<file path="src/rtl/card_shoe_if.sv">
// Request/response bundle between the blackjack game FSM (master) and the
// card shoe (slave).
interface card_shoe_if;
    logic       draw_req;
    logic       draw_to;
    logic       shuffle;
    logic       card_valid;
    logic [4:0] card_value;
    logic       card_to;
    logic       empty_err;
    logic [6:0] cards_left;
    logic       busy;

    modport master (
        output draw_req, draw_to, shuffle,
        input  card_valid, card_value, card_to, empty_err, cards_left, busy
    );

    modport slave (
        input  draw_req, draw_to, shuffle,
        output card_valid, card_value, card_to, empty_err, cards_left, busy
    );
endinterface

</file>
<file path="src/rtl/card_shoe.sv">
// Card shoe: per-rank remaining counts for DECKS decks, LFSR-chosen rank,
// one card per request returned through a req/valid handshake.
module card_shoe #(
    parameter int         DECKS = 1,
    parameter logic [7:0] SEED  = 8'hA5
) (
    input logic        Clock,
    input logic        reset,
    card_shoe_if.slave shoe
);

    typedef enum logic [1:0] {IDLE, SCAN, EMPTY} state_t;

    // An all-zero seed would lock the LFSR at zero forever.
    localparam logic [7:0] SEED_EFF  = (SEED == 8'h00) ? 8'h01 : SEED;
    localparam logic [5:0] LOW_FULL  = 6'(4 * DECKS);
    localparam logic [5:0] TEN_FULL  = 6'(16 * DECKS);
    localparam logic [6:0] SHOE_FULL = 7'(52 * DECKS);

    state_t     state, state_next;
    logic [3:0] ptr, ptr_next;
    logic [7:0] lfsr;
    logic [5:0] cnt [1:10];
    logic [6:0] cards_left;

    logic       card_valid_q, card_to_q, empty_err_q;
    logic [4:0] card_value_q;

    logic       do_refill, do_take, do_empty, latch_to;
    logic       lfsr_fb;

    assign lfsr_fb = lfsr[7] ^ lfsr[5] ^ lfsr[4] ^ lfsr[3];

    // NOTE: sequential state uses non-blocking assignments so every register
    // samples the pre-edge values of the others, independent of block order.
    always_ff @(posedge Clock) begin
        if (reset) begin
            state <= IDLE;
            ptr   <= 4'd1;
        end else begin
            state <= state_next;
            ptr   <= ptr_next;
        end
    end

    // NOTE: every signal written here gets a default first, so no path through
    // the case statement can leave one unassigned and infer a latch.
    always_comb begin
        state_next = state;
        ptr_next   = ptr;
        do_refill  = 1'b0;
        do_take    = 1'b0;
        do_empty   = 1'b0;
        latch_to   = 1'b0;
        unique case (state)
            IDLE: begin
                if (shoe.shuffle) begin
                    do_refill = 1'b1;
                end else if (shoe.draw_req) begin
                    if (cards_left == 7'd0) begin
                        state_next = EMPTY;
                    end else begin
                        state_next = SCAN;
                        latch_to   = 1'b1;
                        ptr_next   = 4'(lfsr % 8'd10) + 4'd1;
                    end
                end
            end
            SCAN: begin
                if (shoe.shuffle) begin
                    do_refill  = 1'b1;
                    state_next = IDLE;
                end else if (cnt[ptr] != 6'd0) begin
                    do_take    = 1'b1;
                    state_next = IDLE;
                end else begin
                    ptr_next = (ptr == 4'd10) ? 4'd1 : ptr + 4'd1;
                end
            end
            EMPTY: begin
                // A shuffle here aborts the failed draw like any other.
                do_refill  = shoe.shuffle;
                do_empty   = ~shoe.shuffle;
                state_next = IDLE;
            end
            default: state_next = IDLE;
        endcase
    end

    // NOTE: the count array is explicitly reset because the shoe contents are
    // architectural state, not scratch storage.
    always_ff @(posedge Clock) begin
        if (reset) begin
            lfsr         <= SEED_EFF;
            cards_left   <= SHOE_FULL;
            for (int i = 1; i <= 10; i++) cnt[i] <= (i == 10) ? TEN_FULL : LOW_FULL;
            card_valid_q <= 1'b0;
            card_value_q <= 5'd0;
            card_to_q    <= 1'b0;
            empty_err_q  <= 1'b0;
        end else begin
            lfsr         <= {lfsr[6:0], lfsr_fb};
            card_valid_q <= do_take;
            empty_err_q  <= do_empty;
            if (latch_to) card_to_q <= shoe.draw_to;
            if (do_take) begin
                card_value_q <= {1'b0, ptr};
                cnt[ptr]     <= cnt[ptr] - 6'd1;
                cards_left   <= cards_left - 7'd1;
            end
            if (do_refill) begin
                cards_left <= SHOE_FULL;
                for (int i = 1; i <= 10; i++) cnt[i] <= (i == 10) ? TEN_FULL : LOW_FULL;
            end
        end
    end

    assign shoe.card_valid = card_valid_q;
    assign shoe.card_value = card_value_q;
    assign shoe.card_to    = card_to_q;
    assign shoe.empty_err  = empty_err_q;
    assign shoe.cards_left = cards_left;
    assign shoe.busy       = (state != IDLE);

endmodule

</file>
<file path="src/flat_wrapper.sv">
// flat-port wrapper written by rule: the top's interface ports become plain ports
module card_shoe_flat 
#(
    parameter int         DECKS = 1,
    parameter logic [7:0] SEED  = 8'hA5
)
  (Clock, reset, shoe_draw_req, shoe_draw_to, shoe_shuffle, shoe_card_valid, shoe_card_value, shoe_card_to, shoe_empty_err, shoe_cards_left, shoe_busy);
  card_shoe_if shoe_i ();
  input logic Clock;
  input logic reset;
  input wire logic [$bits(shoe_i.draw_req)-1:0] shoe_draw_req;
  input wire logic [$bits(shoe_i.draw_to)-1:0] shoe_draw_to;
  input wire logic [$bits(shoe_i.shuffle)-1:0] shoe_shuffle;
  output wire logic [$bits(shoe_i.card_valid)-1:0] shoe_card_valid;
  output wire logic [$bits(shoe_i.card_value)-1:0] shoe_card_value;
  output wire logic [$bits(shoe_i.card_to)-1:0] shoe_card_to;
  output wire logic [$bits(shoe_i.empty_err)-1:0] shoe_empty_err;
  output wire logic [$bits(shoe_i.cards_left)-1:0] shoe_cards_left;
  output wire logic [$bits(shoe_i.busy)-1:0] shoe_busy;
  assign shoe_i.draw_req = shoe_draw_req;
  assign shoe_i.draw_to = shoe_draw_to;
  assign shoe_i.shuffle = shoe_shuffle;
  assign shoe_card_valid = shoe_i.card_valid;
  assign shoe_card_value = shoe_i.card_value;
  assign shoe_card_to = shoe_i.card_to;
  assign shoe_empty_err = shoe_i.empty_err;
  assign shoe_cards_left = shoe_i.cards_left;
  assign shoe_busy = shoe_i.busy;
  card_shoe #(.DECKS(DECKS), .SEED(SEED)) u_core (.Clock(Clock), .reset(reset), .shoe(shoe_i));
endmodule
</file>
<file path="config.mk">
export PLATFORM = sky130hd
export DESIGN_NAME = card_shoe_flat
export DESIGN_NICKNAME = d
export VERILOG_FILES = /design/src/rtl/card_shoe_if.sv /design/src/rtl/card_shoe.sv /design/src/flat_wrapper.sv
export SDC_FILE = /design/constraint.sdc
export NUM_CORES = 1
export LEC_CHECK = 0
export ABC_AREA = 1
export CAP_MARGIN = 25
export CORE_MARGIN = 5
export CORE_UTILIZATION = 50
export DETAILED_ROUTE_END_ITERATION = 10
export DONT_BUFFER_PORTS = 1
export PLACE_DENSITY = 0.68
export SYNTH_ARGS = -nofsm -noshare
export SYNTH_HDL_FRONTEND = slang
export SYNTH_SLANG_ARGS = --single-unit
export TNS_END_PERCENT = 5
</file>
<file path="constraint.sdc">
create_clock -name Clock -period 2.8 [get_ports Clock]
set_clock_uncertainty 0.1 [all_clocks]
set_input_delay 0.56 -clock Clock [delete_from_list [all_inputs] [get_ports Clock]]
set_output_delay 0.56 -clock Clock [all_outputs]
set_load 0.01 [all_outputs]
</file>
# --- After elaboration in Yosys (flattened, before gate mapping) ---
# Memory sizes are Yosys's and may differ from the RTL's. A register that Yosys moved wholly into a read port is not among the register bits.
# Cells that the tools add are included.
classes:
  add_sub_neg: 4
  div: 1
  n_eq_ne: 9
  muxes: 45
  n_bitwise: 15
  reduce_logical: 11
ops:
  columns: ["op", "count"]
  rows:
  - ["6-bit 2-to-1 mux", 11]
  - ["4-bit 2-to-1 mux", 9]
  - ["1-bit 2-to-1 mux", 17]
  - ["2-bit 2-to-1 mux", 5]
  - ["2-bit != test, second input constant", 5]
  - ["1-bit bitwise OR", 10]
  - ["4-bit by 1-bit adder with 4-bit output, second input constant", 2]
  - ["8-bit by 4-bit modulo with 8-bit output, second input constant", 1]
  - ["4-bit case mux with 2 select lines", 1]
  - ["7-bit zero test", 1]
  - ["7-bit by 1-bit subtractor with 7-bit output, second input constant", 1]
  - ["6-bit AND reduction", 1]
  - ["6-bit nonzero test", 1]
  - ["2-bit OR reduction", 3]
  - ["6-bit OR reduction", 1]
  - ["6-bit by 1-bit subtractor with 6-bit output, second input constant", 1]
  - ["4-bit equality test, second input constant", 1]
  - ["2-bit case mux with 2 select lines", 1]
  - ["2-bit nonzero test", 2]
  - ["3-bit by 2-bit != test with 1-bit output, second input constant", 1]
  - ["3-bit AND reduction", 1]
  - ["1-bit bitwise XOR", 3]
  - ["2-bit by 1-bit equality test with 1-bit output, second input constant", 1]
  - ["2-bit equality test, second input constant", 1]
  - ["other kinds (3)", 4]
totals:
  reg_bits: 28
  ram_bits: 60
  in_bits: 5
  out_inout_bits: 16
  mem_count: 1
memory_table:
  columns: ["memory", "depth", "word_bits", "rd", "rd_clocked_by_memory_dff", "wr", "line_no", "text"]
  rows:
  - ["u_core.cnt", 10, 6, 1, 1, 10, "card_shoe.sv:23", "logic [5:0] cnt [1:10];"]

# --- Logic depth before layout (Yosys ltp) ---
depth:
  ltp_word: 9
  depth_mapped: 25
  mapped_depth_nobuf: 25

# --- Worst setup path before layout ---
# OpenSTA, ideal clock, no wires.
synth_timing:
  path_type: "reg2reg"
  from: "reg with a tool-made name"
  to: "mem u_core.cnt[1][0] (enable)"
  setup_ns: 0.318
  arrival_time_ns: 2.504
  setup_slack_ns: -0.122
  stages_incl_launch_ff: 20
  synth_period_minus_slack_ns: 2.922
  cell_sequence: "dfxtp_1 > buf_6 > buf_4 > buf_6 > buf_6 > a21oi_1 > o21ai_0 > o211ai_1 > o211ai_1 > nand2_1 > inv_1 > ha_1 > nand4_1 > and2_1 > nand2_2 > nor2_2 > nand2_1 > nor2_1 > inv_2 > nand2_1"
synth_lines:
  columns: ["item", "line_no"]
  rows:
  - ["end, declared", "card_shoe.sv:23"]

==> reports/qor.yml <==
run_status:
  status: "finished with violations"
  violations: "setup timing"
floorplan:
  die-area_um2: 14500
  die_h_um: 120
  row_count: 40
  start_util_pct: 51.0
  core-area_um2: 12000
  pin_count: 21
  die_x_um: 120
setup_path:
  critical_path_class: "reg2reg"
  crit_path_end_kind: "register"
  r2r_slack_ns: -0.12
  rr_worst_depth: 17
  critPathArrivalTime_ns: 3.07
  path_cells: "buf_4 -> a21oi_1 -> o21ai_1 -> o21ai_0 -> o211ai_1 -> nand2_2 -> buf_4 -> buf_4 -> buf_4 -> buf_4 -> buf_4 -> buf_4 -> buf_4 -> buf_4 -> buf_4 -> buf_4 -> nor2_1"
  crit_path_max_incr_delay_ns: 0.41
  critPathSlowestCell: "dfxtp_4"
  critPathLaunchType: "register"
  cp_max_fo: 10
  cp_common_cell: "buf_4"
  r2r-end: "u_core.cnt[6][0]"
  required_ns: 2.95
synthesis:
  yosys_warnings: 0
  synth_top_area_share_pct: 47.3
  synth_nets: 643
  syn-instance-count: 633
  synth-seq-cells: 128
  synth_edf_count: 96
  async_flop_share_pct: 0
  synth_cell_types: 40
  syn-cell-area_um2: 6100
  synth_ff_type: "edfxtp_1"
  synth_top_cell_by_area: "edfxtp_1"
  ys_seq_area_share_pct: 57.8
  synth.avg_cell_area_um2: 9.63
  synth_area_leaders: "edfxtp_1 47%, dfxtp_1 11%, nor2_1 5.4%"
route:
  antenna_left: 0
  vias: 4983
  drtIter0Drc: 406
  wirelength_mm: 15.9
  dr.pass1.iters: 7
  post_drt_wl_per_cell_um: 18.1
  post_drt_via_cell_ratio: 5.68
  route.detailed.drc: 0
power:
  peakVddDrop_mv: 0.508
  power.leakage_nw: 3.33
  power_mw: 5.93
  p_per_area_nw_per_um2: 742
min_path:
  hold-path-endpoint: "u_core.lfsr[6]"
  hp-start: "reset"
  min_path_type: "in2reg"
  whs_path_depth: 1
clocking:
  cts_tree: "yes"
  cts.clk_slew.worst_paths_ns: 0.06
  htree_levels: 4
  clockBufferDepth: 2
  cts_sinks: 128
  cts_buffers: 17
  clock_latency_ns: 0.41
  cts_hold_buf: 0
  cts-root-buf: "clkbuf_16"
sta:
  tightest_slew_ns: 1.07
  finalWorstSetupSlack_ns: -0.118
  rsz0062_at_grt: "yes"
  drv_slew: 0
  finalSetupTns_ns: -5.00
  finalCriticalPeriod_ns: 2.92
  max_freq_ghz: 0.343
  hold_viol: 0
  period_share_pct: 104
  max_slew_margin_pct: 28.6
  setup_viol: 105
grt:
  track_usage_pct: 22.1
  grt_pass1_vias: 4955
  grt_first_pass_wirelength_mm: 24.7
  antenna_found_initial: 0
  overflow: 0
  grt_max_degree: 25
layout:
  layout.nets: 728
  post_route_cells_drive_above_1_share_pct: 32.3
  syn2layout_area_growth_pct: 31.0
  design_area_um2: 7990
  insertedDiodeCount: 0
place:
  gp_congestion: 0.884
  dpl_cell_area_um2: 6750
  io_buffer_count: 0
  hpwl_mm: 10.5
job:
  maxCapViolCount: 0
==> stage by stage <==
step	utilization, %	std cells	hold slack (ns)	setup slack, ns
floorplan	-	633	0.342	-0.0730
global placement	56.4	826	0.366	-0.0666
detailed placement	56.4	826	0.362	-0.240
CTS	64.5	875	0.0954	-0.0209
global route	66.8	878	0.0953	-0.284
finish	66.8	878	0.106	-0.118
==> layout by cell type (no fill, tap or decap), drive strengths merged <==
| cell type | n |
|---|---|
| xnor2 | 2 |
| conb | 1 |
| clkbuf | 24 |
| nand4 | 6 |
| xor2 | 4 |
| o21bai | 2 |
| nand2 | 99 |
| nor4 | 1 |
| nand3b | 3 |
| ha | 5 |
| mux2i | 24 |
| nand3 | 32 |
| o2111ai | 1 |
| a21oi | 44 |
| o211ai | 27 |
| a21o | 1 |
| o21ai | 40 |
| or2 | 1 |
| clkinv | 4 |
| o31ai | 1 |
| nor2 | 89 |
| edfxtp | 96 |
| buf | 90 |
| and2 | 2 |
| clkinvlp | 1 |
| inv | 92 |
| dfxtp | 32 |
| a31oi | 2 |
| nor3 | 5 |
==> registers in the layout, summed over array words and instances, names as in the netlist, named ones only <==
name,count
u_core.shoe.cards_left,7
u_core.state,2
u_core.shoe.card_to,1
u_core.shoe.card_value,4
u_core.ptr,4
u_core.shoe.card_valid,1
u_core.lfsr,8
u_core.cnt,96
u_core.shoe.empty_err,1
==> layout make-up <==
| class | count | area (um2) |
|---|---|---|
| clock buffer | 24 | 559 |
| timing repair buffer | 90 | 751 |
| sequential | 128 | 3540 |
| tap | 147 | 184 |
| multi-input combinational | 392 | 2550 |
| clock inverter | 8 | 57.6 |
| inverter | 89 | 347 |
| fill | 845 | 3980 |
==> how the worst max path moves through the flow <==
| stage | from | cells after the start | slack (ns) | end |
|---|---|---|---|---|
| final | register | 17 | -0.12 | u_core.cnt[6][0] |
| after global routing | u_core.lfsr[7] | 19 | -0.28 | register |
| after CTS | register | 16 | -0.02 | u_core.ptr[1] |
| after detailed placement | register | 14 | -0.24 | u_core.cnt[0][3] |
| after global placement | register | 14 | -0.07 | u_core.cnt[9][3] |
| after floorplan | register | 17 | -0.07 | u_core.cnt[11][0] |
==> worst max-delay path, delay by kind of cell (launching register included) <==
family | cells | cell delay [ns]
buffers and inverters | 11 | 1.46
AOI/OAI and AO/OA | 4 | 0.53
DFF | 1 | 0.41
and+or+nand+nor | 2 | 0.25
==> per-layer routing <==
layer | wire (um) | part of all wire (%) | global-route usage, %
met1 | 6080 | 38 | 26.5
met4 | 321 | 2.0 | 6.59
met2 | 8290 | 52 | 39.9
met3 | 1230 | 7.7 | 4.72
met5 | 0 | 0 | 0
==> cell families after synthesis <==
group / after synthesis / synth area share (%)
compound gates: 118 / 11.5
xor+xnor: 6 / 0.862
fa+ha+maj: 5 / 1.03
buf+inv: 113 / 7.86
flops: 128 / 57.8
mux: 24 / 3.94
other cells: 1 / 0.0615
simple gates: 238 / 17.0
==> power by group <==
part	leakage (nW)	internal, mW	total (mW)	switching, mW
sequential	1.22	2.17	2.22	0.0556
clock	0.307	1.41	2.24	0.832
combinational	1.81	0.567	1.46	0.893
total	3.33	4.14	5.93	1.78
==> synth_stat cells (3+ instances only) <==
library cell	n
edfxtp_1	96
clkbuf_1	9
nand3_1	29
nand3_2	3
buf_6	4
a21oi_1	41
nand4_1	6
ha_1	5
nand2_1	86
nor3_1	5
o21ai_0	39
inv_1	75
buf_2	5
nor2_1	88
xor2_1	4
inv_2	12
nand3b_1	3
buf_4	5
mux2i_1	24
nand2_2	11
o211ai_1	27
dfxtp_1	32
==> timing repair <==
| action | 4_1_cts | 5_1_grt |
|---|---|---|
| pin swaps | 15 | 25 |
| gates cloned | 0 | 0 |
| setup endpoints to repair | 173 | 186 |
| buffers inserted | 17 | 3 |
| resized for setup | 67 | 71 |
(Power assumes the default switching activity.)
